### config.mk
export PLATFORM = sky130hd
export DESIGN_NAME = ctrl_pipe_hazard
export DESIGN_NICKNAME = d
export VERILOG_FILES = /design/src/rtl/ctrl_pipe_hazard.sv
export SDC_FILE = /design/constraint.sdc
export NUM_CORES = 1
export LEC_CHECK = 0
export BUFFER_PORTS_ARGS = -buffer_cell sky130_fd_sc_hd__buf_4
export CAP_MARGIN = 20
export CORE_ASPECT_RATIO = 0.9
export CORE_MARGIN = 5
export CORE_UTILIZATION = 51
export DETAILED_ROUTE_END_ITERATION = 8
export PLACE_DENSITY = 0.79
export SLEW_MARGIN = 40
export SYNTH_ARGS = -nofsm -noshare
export SYNTH_HDL_FRONTEND = slang
export SYNTH_SLANG_ARGS = --single-unit
export TNS_END_PERCENT = 50
### constraint.sdc
create_clock -name clk -period 3.2 [get_ports clk]
set_clock_uncertainty 0.15 [all_clocks]
set_input_delay 0.64 -clock clk [delete_from_list [all_inputs] [get_ports clk]]
set_output_delay 0.64 -clock clk [all_outputs]
set_load 0.05 [all_outputs]
### src/rtl/ctrl_pipe_hazard.sv
// Control pipeline registers (ID/EX, EX/MEM, MEM/WB) behind the ID-stage decoder,
// with load-use / ID-branch hazard detection that produces the front-end Stall.
`timescale 1ns/1ps

module ctrl_pipe_hazard #(
    parameter int          CNT_W    = 16,
    parameter int unsigned LINK_REG = 31
) (
    input  logic             clk,
    input  logic             rst_n,
    input  logic [8:0]       id_ex_ctrl,
    input  logic [5:0]       id_mem_ctrl,
    input  logic [9:0]       id_wb_ctrl,
    input  logic [4:0]       id_rs,
    input  logic [4:0]       id_rt,
    input  logic [4:0]       id_rd,
    input  logic             id_uses_rs,
    input  logic             id_uses_rt,
    input  logic             id_is_branch,
    input  logic             flush,
    output logic [8:0]       ex_ctrl,
    output logic [4:0]       ex_rs,
    output logic [4:0]       ex_rt,
    output logic [4:0]       ex_dst,
    output logic [5:0]       mem_ctrl,
    output logic [4:0]       mem_dst,
    output logic [9:0]       wb_ctrl,
    output logic [4:0]       wb_dst,
    output logic             Stall,
    output logic [CNT_W-1:0] stall_count
);

    localparam int MEMREAD_BIT  = 0;
    localparam int REGWRITE_BIT = 0;

    // ID/EX register: the EX group plus the MEM/WB groups that ride along with it
    logic [8:0]       ex_ctrl_q, ex_ctrl_d;
    logic [5:0]       ex_mem_q, ex_mem_d;
    logic [9:0]       ex_wb_q, ex_wb_d;
    logic [4:0]       ex_rs_q, ex_rs_d;
    logic [4:0]       ex_rt_q, ex_rt_d;
    logic [4:0]       ex_rd_q, ex_rd_d;
    logic [5:0]       mem_ctrl_q, mem_ctrl_d;
    logic [9:0]       mem_wb_q, mem_wb_d;
    logic [4:0]       mem_dst_q, mem_dst_d;
    logic [9:0]       wb_ctrl_q, wb_ctrl_d;
    logic [4:0]       wb_dst_q, wb_dst_d;
    logic [CNT_W-1:0] stall_count_q, stall_count_d;

    logic [4:0] ex_dst_c;
    logic       hz_load_use, hz_br_alu, hz_br_load, stall_c;

    function automatic logic id_reads(input logic [4:0] dst,
                                      input logic [4:0] rs, input logic use_rs,
                                      input logic [4:0] rt, input logic use_rt);
        return (dst != 5'd0) && (((dst == rs) && use_rs) || ((dst == rt) && use_rt));
    endfunction

    always_comb begin
        ex_dst_c = 5'd0;
        unique case (ex_ctrl_q[3:2])
            2'd0:    ex_dst_c = ex_rt_q;
            2'd1:    ex_dst_c = ex_rd_q;
            2'd2:    ex_dst_c = 5'(LINK_REG);
            default: ex_dst_c = 5'd0;
        endcase

        hz_load_use = ex_mem_q[MEMREAD_BIT] && ex_wb_q[REGWRITE_BIT] &&
                      id_reads(ex_dst_c, id_rs, id_uses_rs, id_rt, id_uses_rt);
        hz_br_alu   = id_is_branch && ex_wb_q[REGWRITE_BIT] &&
                      id_reads(ex_dst_c, id_rs, id_uses_rs, id_rt, id_uses_rt);
        hz_br_load  = id_is_branch && mem_ctrl_q[MEMREAD_BIT] && mem_wb_q[REGWRITE_BIT] &&
                      id_reads(mem_dst_q, id_rs, id_uses_rs, id_rt, id_uses_rt);
        stall_c     = hz_load_use || hz_br_alu || hz_br_load;
    end

    // Stalled or squashed instructions become an all-zero bubble; later stages always advance
    always_comb begin
        ex_ctrl_d = id_ex_ctrl;
        ex_mem_d  = id_mem_ctrl;
        ex_wb_d   = id_wb_ctrl;
        ex_rs_d   = id_rs;
        ex_rt_d   = id_rt;
        ex_rd_d   = id_rd;
        if (stall_c || flush) begin
            ex_ctrl_d = '0;
            ex_mem_d  = '0;
            ex_wb_d   = '0;
            ex_rs_d   = '0;
            ex_rt_d   = '0;
            ex_rd_d   = '0;
        end

        mem_ctrl_d = ex_mem_q;
        mem_wb_d   = ex_wb_q;
        mem_dst_d  = ex_dst_c;
        wb_ctrl_d  = mem_wb_q;
        wb_dst_d   = mem_dst_q;

        stall_count_d = stall_count_q;
        if (stall_c && (stall_count_q != '1)) begin
            stall_count_d = stall_count_q + CNT_W'(1);
        end
    end

    always_ff @(posedge clk or negedge rst_n) begin
        if (!rst_n) begin
            ex_ctrl_q     <= '0;
            ex_mem_q      <= '0;
            ex_wb_q       <= '0;
            ex_rs_q       <= '0;
            ex_rt_q       <= '0;
            ex_rd_q       <= '0;
            mem_ctrl_q    <= '0;
            mem_wb_q      <= '0;
            mem_dst_q     <= '0;
            wb_ctrl_q     <= '0;
            wb_dst_q      <= '0;
            stall_count_q <= '0;
        end else begin
            ex_ctrl_q     <= ex_ctrl_d;
            ex_mem_q      <= ex_mem_d;
            ex_wb_q       <= ex_wb_d;
            ex_rs_q       <= ex_rs_d;
            ex_rt_q       <= ex_rt_d;
            ex_rd_q       <= ex_rd_d;
            mem_ctrl_q    <= mem_ctrl_d;
            mem_wb_q      <= mem_wb_d;
            mem_dst_q     <= mem_dst_d;
            wb_ctrl_q     <= wb_ctrl_d;
            wb_dst_q      <= wb_dst_d;
            stall_count_q <= stall_count_d;
        end
    end

    assign ex_ctrl     = ex_ctrl_q;
    assign ex_rs       = ex_rs_q;
    assign ex_rt       = ex_rt_q;
    assign ex_dst      = ex_dst_c;
    assign mem_ctrl    = mem_ctrl_q;
    assign mem_dst     = mem_dst_q;
    assign wb_ctrl     = wb_ctrl_q;
    assign wb_dst      = wb_dst_q;
    assign Stall       = stall_c;
    assign stall_count = stall_count_q;

endmodule

==> flow_summary.json <==
{
  "critical_path_arrival_ns": 2.33,
  "startpoint_type": "register",
  "cts.path.max_buffers": 2,
  "clk_latency_ns": 0.35,
  "die_area_um2": 9100,
  "synth.net_count": 318,
  "drv_cap": 0,
  "fin_crit_sh_pct": 97.5,
  "peakVddDrop_mv": 0.361,
  "finalCriticalPeriod_ns": 3.12,
  "cts_tree": "yes",
  "synth_top_area_share_pct": 62.0,
  "path_clk_slew_ns": 0.09,
  "grt-ovfl-total": 0,
  "p_leak_nw": 2.44,
  "layout-drive-gt1-share_pct": 45.4,
  "crit_fanout": 8,
  "area_growth_pct": 32.9,
  "remaining_drc_errors": 0,
  "cp.required_ns": 2.41,
  "slowest_stage": "dfrtp_2",
  "worstMarginPinSlew_ns": 0.631,
  "dpl-instance-area_um2": 4670,
  "slowest_delay_ns": 0.48,
  "fmax_mhz": 320,
  "final_cell_mix": "123 x buf_4, 90 x dfrtp_1, 25 x xor2_1",
  "grtUsageTotal_pct": 18.6,
  "place_congestion": 0.850,
  "slew_viol_final": 0,
  "routed_wl_mm": 8.31,
  "critical_path_class": "register to output pin",
  "max_slew_margin_pct": 57.8,
  "ys_seq_elements": 92,
  "ys_async_sr_fraction_pct": 100,
  "die_h_um": 91.0,
  "core_area_um2": 7080,
  "cts_buffers": 9,
  "pre_cts_ws_ns": 0.246,
  "grt_max_degree": 51,
  "layout_commonest_cell": "buf_4",
  "h-tree-depth": 3,
  "dp_hpwl_mm": 6.03,
  "worstPathCellList": "buf_4 -> nand3b_1 -> nand3_1 -> nand4b_1 -> nor4b_4 -> o21ai_2 -> nand2_2 -> buf_6",
  "dr.pass1.iters": 4,
  "synthCells": 271,
  "io_buffers": 112,
  "finalNetCount": 441,
  "via_count": 2548,
  "grt_pass1_vias": 2654,
  "grt_first_pass_wirelength_mm": 13.3,
  "yosysSeqAreaShare_pct": 62.0,
  "setup_viol": 0,
  "synth_top_area_cell": "dfrtp_1",
  "syn_area_um2": 3720,
  "clkSinkCount": 92,
  "hold_path_class": "input pin to asynchronous set/reset pin",
  "ant_nets": 0,
  "initial_utilization_pct": 52.5,
  "synth_edf_count": 0,
  "rows": 29,
  "drt_iter0_drc": 79,
  "ctsRootBufferMaster": "clkbuf_8",
  "num_antenna_cells": 0,
  "antenna_found_initial": 0,
  "hold_viol": 0,
  "tns_ns": 0,
  "io_pins": 113,
  "avgRoutedWirePerCell_um": 16.9,
  "final_cell_area_um2": 4940,
  "power_density_nw_per_um2": 525,
  "synth-main-ff-cell": "dfrtp_1",
  "placed_cells": 471,
  "yosys_warnings": 0,
  "synth_cell_types": 47,
  "vias_per_cell": 5.18,
  "chipWidth_um": 100,
  "layoutNonFillerInstCount": 492,
  "postLayoutSetupSlackWorst_ns": 0.0786,
  "status": "completed",
  "critPathCaptureType": "output pin",
  "avgSynthCellArea_um2": 13.7,
  "ys_top_cells_by_area": "dfrtp_1 62%, nor3b_2 7.1%, xor2_1 5.9%",
  "fin_util_pct": 69.8
}
## final timing paths
path,from,to,slack [ns],cells after the start
max,ex_ctrl[3],Stall,0.08,8
min,rst_n,wb_ctrl[9],0.13,1
max reg2reg,ex_ctrl[3],stall_count[1],0.37,9
min reg2reg,ex_wb_q[4],mem_wb_q[4],0.20,0
max in group asynchronous,rst_n,mem_wb_q[7],2.01,2
min in group clk,ex_wb_q[4],mem_wb_q[4],0.20,0
## layout make-up
type                       instances  area, µm²
sequential                        92       2300
fill                             543       2140
multi-input combinational        162       1340
timing repair buffer             124        935
clock buffer                      10        128
tap                               93        116
clock inverter                     6       93.8
inverter                           5       18.8
## Yosys cell counts, types with 2 or more instances
| library cell | count |
|---|---|
| xor2_1 | 25 |
| o21bai_2 | 2 |
| buf_4 | 3 |
| nor4_2 | 4 |
| clkbuf_1 | 4 |
| nor4_1 | 3 |
| xnor2_1 | 3 |
| a21o_1 | 3 |
| nand3b_1 | 5 |
| dfrtp_1 | 92 |
| inv_1 | 5 |
| nand3_1 | 11 |
| nor3_1 | 9 |
| nor3b_1 | 18 |
| and3_1 | 2 |
| nor4b_4 | 2 |
| o21bai_1 | 2 |
| o21ai_1 | 2 |
| buf_2 | 4 |
| nand2_1 | 12 |
| nand2b_1 | 2 |
| nor3b_2 | 21 |
| o21ai_0 | 3 |
| a21oi_1 | 7 |
| nor2_1 | 4 |
| nor4b_2 | 2 |
## metrics by stage
step,total power [mW],hold slack (ns)
finish,2.59,0.134
global route,2.70,0.167
CTS,2.62,0.143
detailed placement,1.77,0.185
global placement,1.76,0.182
floorplan,1.57,0.181
## where the power goes
part           total (mW)  internal (mW)  switching (mW)
clock network       0.847          0.449           0.398
registers            1.26           1.22          0.0392
logic               0.480          0.169           0.311
## per-layer routing
layer / up-vias / routed length, µm / GRT usage [%]
met3: 8 / 697 / 6.82
met1: 1250 / 3420 / 23.6
met5: - / 0 / 0
met4: 0 / 78 / 4.94
li1: 1197 / - / -
met2: 93 / 4110 / 30.3
## sequential cells by signal, indices dropped and copies added, names as in the netlist
register and cells:
ex_rd_q 5, stall_count 16, mem_dst 5, ex_mem_q 6, mem_ctrl 6, wb_dst 5
mem_wb_q 10, ex_ctrl 9, ex_rs 5, wb_ctrl 10, ex_wb_q 10, ex_rt 5
## worst max-delay path: cells and delay by family, from the launching register on
kind	cells	cell delay [ns]
simple gates	5	1.04
flops	1	0.48
buf+inv	2	0.35
compound gates	1	0.13
## timing repair
item,CTS,global route
setup buffers,1,4
pin swaps,0,1
hold buffers,0,0
setup endpoints to repair,1,1
endpoints found under the hold margin,0,0
resized for setup,0,4
## cells by family (layout without fill, tap and decap cells)
group | count (synthesis) | count (layout) | synth area share (%)
AOI/OAI and AO/OA | 28 | 28 | 5.56
xor gates and xnor gates | 28 | 28 | 6.60
adders and majority gates | 1 | 1 | 0.337
buffers and inverters | 17 | 145 | 2.36
DFF | 92 | 92 | 62.0
muxes | 1 | 1 | 0.303
and+or+nand+nor | 104 | 104 | 22.9
No activity file was read; power rests on OpenSTA's default activity.
